<file path="src/rtl/prescaled_updown_counter.sv">
// -----------------------------------------------------------------------------
// prescaled_updown_counter
//
// Purpose:
//   Prescaled modulo up/down counter. A prescaler divides clk by PRESCALE; on
//   each prescaler tick the CNT_W-bit count steps up or down modulo MODULUS.
//   Supports enable/pause, synchronous load (clamped to MODULUS-1) and a
//   terminal-count pulse that marks a wrapping step.
//
// Optional feature:
//   COUNTER_SAT_EN - when defined, count saturates at the ends of its range
//                    instead of wrapping. A blocked step still pulses tick and
//                    tc together.
//
// Parameters:
//   CNT_W     width of count (default 8)
//   MODULUS   count range 0..MODULUS-1, 2..2**CNT_W (default 256)
//   PRESCALE  enabled clk cycles per count step, >= 1 (default 50000000)
//
// Ports:
//   clk       in   system clock, rising edge
//   reset     in   synchronous, active-high reset
//   en        in   1 = prescaler runs; 0 = prescaler and count hold
//   up_dn     in   1 = count up, 0 = count down (used on step cycles only)
//   load      in   synchronous load strobe (overrides en and stepping)
//   load_val  in   value loaded on load, clamped to MODULUS-1
//   count     out  current count, registered
//   tick      out  one-cycle pulse, high when a new stepped count is visible
//   tc        out  one-cycle pulse, high with tick when the step wrapped
//                  (or was blocked in saturating mode)
//
// Priority on each edge: reset > load > step > hold.
// -----------------------------------------------------------------------------
module prescaled_updown_counter #(
  parameter int CNT_W    = 8,
  parameter int MODULUS  = 256,
  parameter int PRESCALE = 50000000
) (
  input  logic             clk,
  input  logic             reset,
  input  logic             en,
  input  logic             up_dn,
  input  logic             load,
  input  logic [CNT_W-1:0] load_val,
  output logic [CNT_W-1:0] count,
  output logic             tick,
  output logic             tc
);

  // A one-bit prescaler is kept even for PRESCALE=1; it then sits at zero and
  // every enabled edge is a step.
  localparam int PS_W = (PRESCALE > 1) ? $clog2(PRESCALE) : 1;

  localparam logic [PS_W-1:0]  PS_LAST = PS_W'(PRESCALE - 1);
  localparam logic [CNT_W-1:0] MAX_CNT = CNT_W'(MODULUS - 1);
  // MODULUS may equal 2**CNT_W, so the load-range compare needs one extra bit.
  localparam logic [CNT_W:0]   MOD_EXT = (CNT_W + 1)'(MODULUS);

  logic [PS_W-1:0]  ps_q, ps_d;
  logic [CNT_W-1:0] count_q, count_d;
  logic             tick_q, tick_d;
  logic             tc_q, tc_d;

  logic             step;
  logic             at_top;
  logic             at_bot;
  logic [CNT_W-1:0] load_clamped;

  always_comb begin
    step         = en && (ps_q == PS_LAST);
    at_top       = (count_q == MAX_CNT);
    at_bot       = (count_q == '0);
    load_clamped = ({1'b0, load_val} < MOD_EXT) ? load_val : MAX_CNT;

    ps_d    = ps_q;
    count_d = count_q;
    tick_d  = 1'b0;
    tc_d    = 1'b0;

    if (load) begin
      // Load restarts the period so the next step is a full PRESCALE away.
      count_d = load_clamped;
      ps_d    = '0;
    end else if (step) begin
      ps_d   = '0;
      tick_d = 1'b1;
      if (up_dn) begin
        if (at_top) begin
`ifdef COUNTER_SAT_EN
          count_d = count_q;
`else
          count_d = '0;
`endif
          tc_d = 1'b1;
        end else begin
          count_d = count_q + CNT_W'(1);
        end
      end else begin
        if (at_bot) begin
`ifdef COUNTER_SAT_EN
          count_d = count_q;
`else
          count_d = MAX_CNT;
`endif
          tc_d = 1'b1;
        end else begin
          count_d = count_q - CNT_W'(1);
        end
      end
    end else if (en) begin
      ps_d = ps_q + PS_W'(1);
    end
  end

  always_ff @(posedge clk) begin
    if (reset) begin
      ps_q    <= '0;
      count_q <= '0;
      tick_q  <= 1'b0;
      tc_q    <= 1'b0;
    end else begin
      ps_q    <= ps_d;
      count_q <= count_d;
      tick_q  <= tick_d;
      tc_q    <= tc_d;
    end
  end

  assign count = count_q;
  assign tick  = tick_q;
  assign tc    = tc_q;

endmodule

</file>
<file path="config.mk">
export PLATFORM = sky130hd
export DESIGN_NAME = prescaled_updown_counter
export DESIGN_NICKNAME = d
export VERILOG_FILES = /design/src/rtl/prescaled_updown_counter.sv
export SDC_FILE = /design/constraint.sdc
export NUM_CORES = 1
export LEC_CHECK = 0
export ABC_AREA = 1
export CORE_AREA = 4 4 60 103
export DETAILED_ROUTE_END_ITERATION = 12
export DIE_AREA = 0 0 64 107
export PLACE_DENSITY = 0.64
export SLEW_MARGIN = 40
export SYNTH_ARGS = -nofsm -noshare
export SYNTH_HDL_FRONTEND = slang
export SYNTH_SLANG_ARGS = --single-unit
</file>
<file path="constraint.sdc">
create_clock -name clk -period 3.9 [get_ports clk]
set_input_delay 1.17 -clock clk [delete_from_list [all_inputs] [get_ports clk]]
set_output_delay 1.17 -clock clk [all_outputs]
set_load 0.02 [all_outputs]
</file>
==> flow_summary.json <==
{
  "r2r_cells": 9,
  "cp_slowest_stage_delay_ns": 0.68,
  "pre_cts_ws_ns": 0.979,
  "cellInternalPower_mw": 0.568,
  "postCtsSetupRepairBufs": 0,
  "grt_pass1_wl_um": 9820,
  "yosysUniqueCellTypes": 33,
  "io_pins": 23,
  "start_util": 0.442,
  "track_usage": 0.184,
  "core_um2": 5300,
  "area.sequential_um2": 721,
  "tightestPinTransition_ns": 0.369,
  "grt_pass1_vias": 2253,
  "yosys.area.top_type": "dfxtp_1",
  "hold_path_depth": 2,
  "worstSetupStartpointType": "flop",
  "vdd_drop_max_mv": 0.118,
  "power_frac_comb": 0.160,
  "r2r_start": "ps_q[21]$_SDFFE_PP0P_",
  "gp_congestion": 0.862,
  "place_area_um2": 2620,
  "h-tree-depth": 2,
  "synth_edf_count": 0,
  "async_flop_share": 0,
  "design_area_um2": 2710,
  "drc": 0,
  "dp_hpwl_um": 4700,
  "overflow": 0,
  "port_buffers": 22,
  "timing.final.max_slew_violations": 0,
  "fin_skew_ns": 0.00551,
  "yosysWarnings": 0,
  "slowest_stage": "clkdlybuf4s50_1",
  "path_delay_family": "buffers and inverters",
  "wl_um": 5810,
  "final_cell_mix": "96 x nand2_1, 65 x nor2_1, 42 x inv_1",
  "arrival_ns": 1.50,
  "syn_inst": 367,
  "hold_viol": 0,
  "routedWlPerCell_um": 12.4,
  "synth.area.top_cells": "dfxtp_1 31%, nand2_1 15%, nor2_1 10%, inv_1 6.7%, nand3_1 6.4%",
  "fin_ws_ns": 1.23,
  "yosys_register_bits": 36,
  "fin_nets": 409,
  "netlist_area_um2": 2340,
  "seq_area_frac_synth": 0.308,
  "cp-end-kind": "output port",
  "antenna_violating_nets_post_route": 0,
  "setup_viol": 0,
  "layout_commonest_cell": "nand2_1",
  "period_minus_slack_ns": 2.67,
  "clk_pin_slew_ns": 0.07,
  "setup-tns-final_ns": 0,
  "worstHoldEndpoint": "ps_q[1]$_SDFFE_PP0P_",
  "clk_path_buf_depth": 2,
  "die-area_um2": 6850,
  "clock-sinks": 36,
  "rrSetupSlack_ns": 2.20,
  "rsz0062_at_grt": "false",
  "path_max_fanout": 10,
  "root_buffer": "clkbuf_8",
  "numCtsBuffers": 5,
  "multi_input_area_um2": 1410,
  "synth_ff_type": "dfxtp_1",
  "die_w_um": 64,
  "num_vias": 2301,
  "status": "finished, final reports clean",
  "nFillCells": 573,
  "rows": 35,
  "power.leakage_nw": 1.10,
  "cts_resized": 0,
  "p_clk_frac": 0.348,
  "worstHoldStart": "ps_q[1]$_SDFFE_PP0P_",
  "hp-class": "reg -> reg",
  "cp_cell_sequence": "clkdlybuf4s50_1",
  "cp.buffers_inverters": 1,
  "area_growth_pct": 16.0,
  "synth.top_cell.area_share": 0.308,
  "tritoncts": "yes",
  "power.density_nw_per_um2": 292,
  "clock_latency_ns": 0.30,
  "synth_area_per_cell_um2": 6.38,
  "grt_antenna_before_repair": 0,
  "drive_gt1_frac": 0.112,
  "diodes": 0,
  "r2r_end": "ps_q[24]$_SDFFE_PP0P_",
  "dr.pass1.iters": 4,
  "grt_max_degree": 24,
  "max-slew-margin-rel": 0.753,
  "period_share": 0.685,
  "avgViaCountPerCell": 4.93,
  "holdBufCountCts": 0,
  "dieHeight_um": 107,
  "drt_iter0_drc": 83,
  "required_ns": 2.73,
  "synth_nets": 384,
  "crit_type": "reg -> out",
  "power.net_switching_mw": 0.225,
  "fmax_ghz": 0.374,
  "swShare": 0.283,
  "cap_violations": 0,
  "power_frac_seq": 0.492
}
cell type report:
cell class	instances	share of cell area
multi-input cells	280	0.520
clock inverters	2	0.00369
inverters	47	0.0650
flip-flops and latches	36	0.266
repair buffers	22	0.0811
well taps	74	0.0341
clock buffers	6	0.0304
synthesized netlist by cell type, types with 3 or more instances:
| cell | count |
|---|---|
| nand2_2 | 10 |
| dfxtp_1 | 36 |
| nor2_4 | 3 |
| inv_2 | 4 |
| xnor2_1 | 5 |
| nand4_1 | 9 |
| nor3_1 | 4 |
| nand3_1 | 30 |
| xor2_1 | 9 |
| nor2_2 | 4 |
| nand2_1 | 96 |
| o21ai_0 | 9 |
| nor2_1 | 65 |
| or2_2 | 5 |
| nor3_2 | 3 |
| a21oi_1 | 8 |
| ha_1 | 4 |
| inv_1 | 42 |
routing by layer:
layer,up-vias,part of all wire,track usage
li1,1200,-,-
met4,0,0.048,0.119
met3,22,0.026,0.0241
met1,1033,0.36,0.173
met2,46,0.57,0.355
met5,-,0,0
worst max path at each step:
stage	from	end	slack, ns	depth (start not counted)
detailed placement	en	ps_q[24]$_SDFFE_PP0P_	0.98	10
floorplan	en	count[1]$_SDFFE_PP0P_	1.87	10
global placement	en	ps_q[24]$_SDFFE_PP0P_	1.01	10
global route	en	count[3]$_SDFFE_PP0P_	1.12	10
CTS	count[5]$_SDFFE_PP0P_	count[5]	1.22	1
finish	count[5]$_SDFFE_PP0P_	count[5]	1.23	1
sequential cells by signal, summed over array words and instances (netlist names):
signal	cells
tc	1
ps_q	26
tick	1
count	8
stage by stage:
step,power (mW),utilization,hold WS (ns),cells
4_1_cts,0.802,0.512,0.502,467
2_1_floorplan,0.478,-,0.455,367
3_3_place_gp,0.523,0.495,0.487,459
6_report,0.793,0.512,0.500,467
3_5_place_dp,0.524,0.495,0.491,459
5_1_grt,0.833,0.512,0.514,467
power by group through the flow:
stage	clock, mW	combinational (mW)	sequential, mW
6_report	0.276	0.127	0.390
2_1_floorplan	0	0.0770	0.401
5_1_grt	0.300	0.142	0.392
3_5_place_dp	0	0.126	0.398
4_1_cts	0.285	0.127	0.390
3_3_place_gp	0	0.125	0.398
kinds of logic (layout without fill, tap and decap cells):
logic type | after synthesis | after routing | synth area share
and+or+nand+nor | 238 | 238 | 0.471
buffers and inverters | 51 | 77 | 0.0888
AOI/OAI and AO/OA | 24 | 24 | 0.0583
xor gates and xnor gates | 14 | 14 | 0.0524
DFF | 36 | 36 | 0.308
adders and majority gates | 4 | 4 | 0.0214
Note: power is estimated with default switching activity, not from simulation.
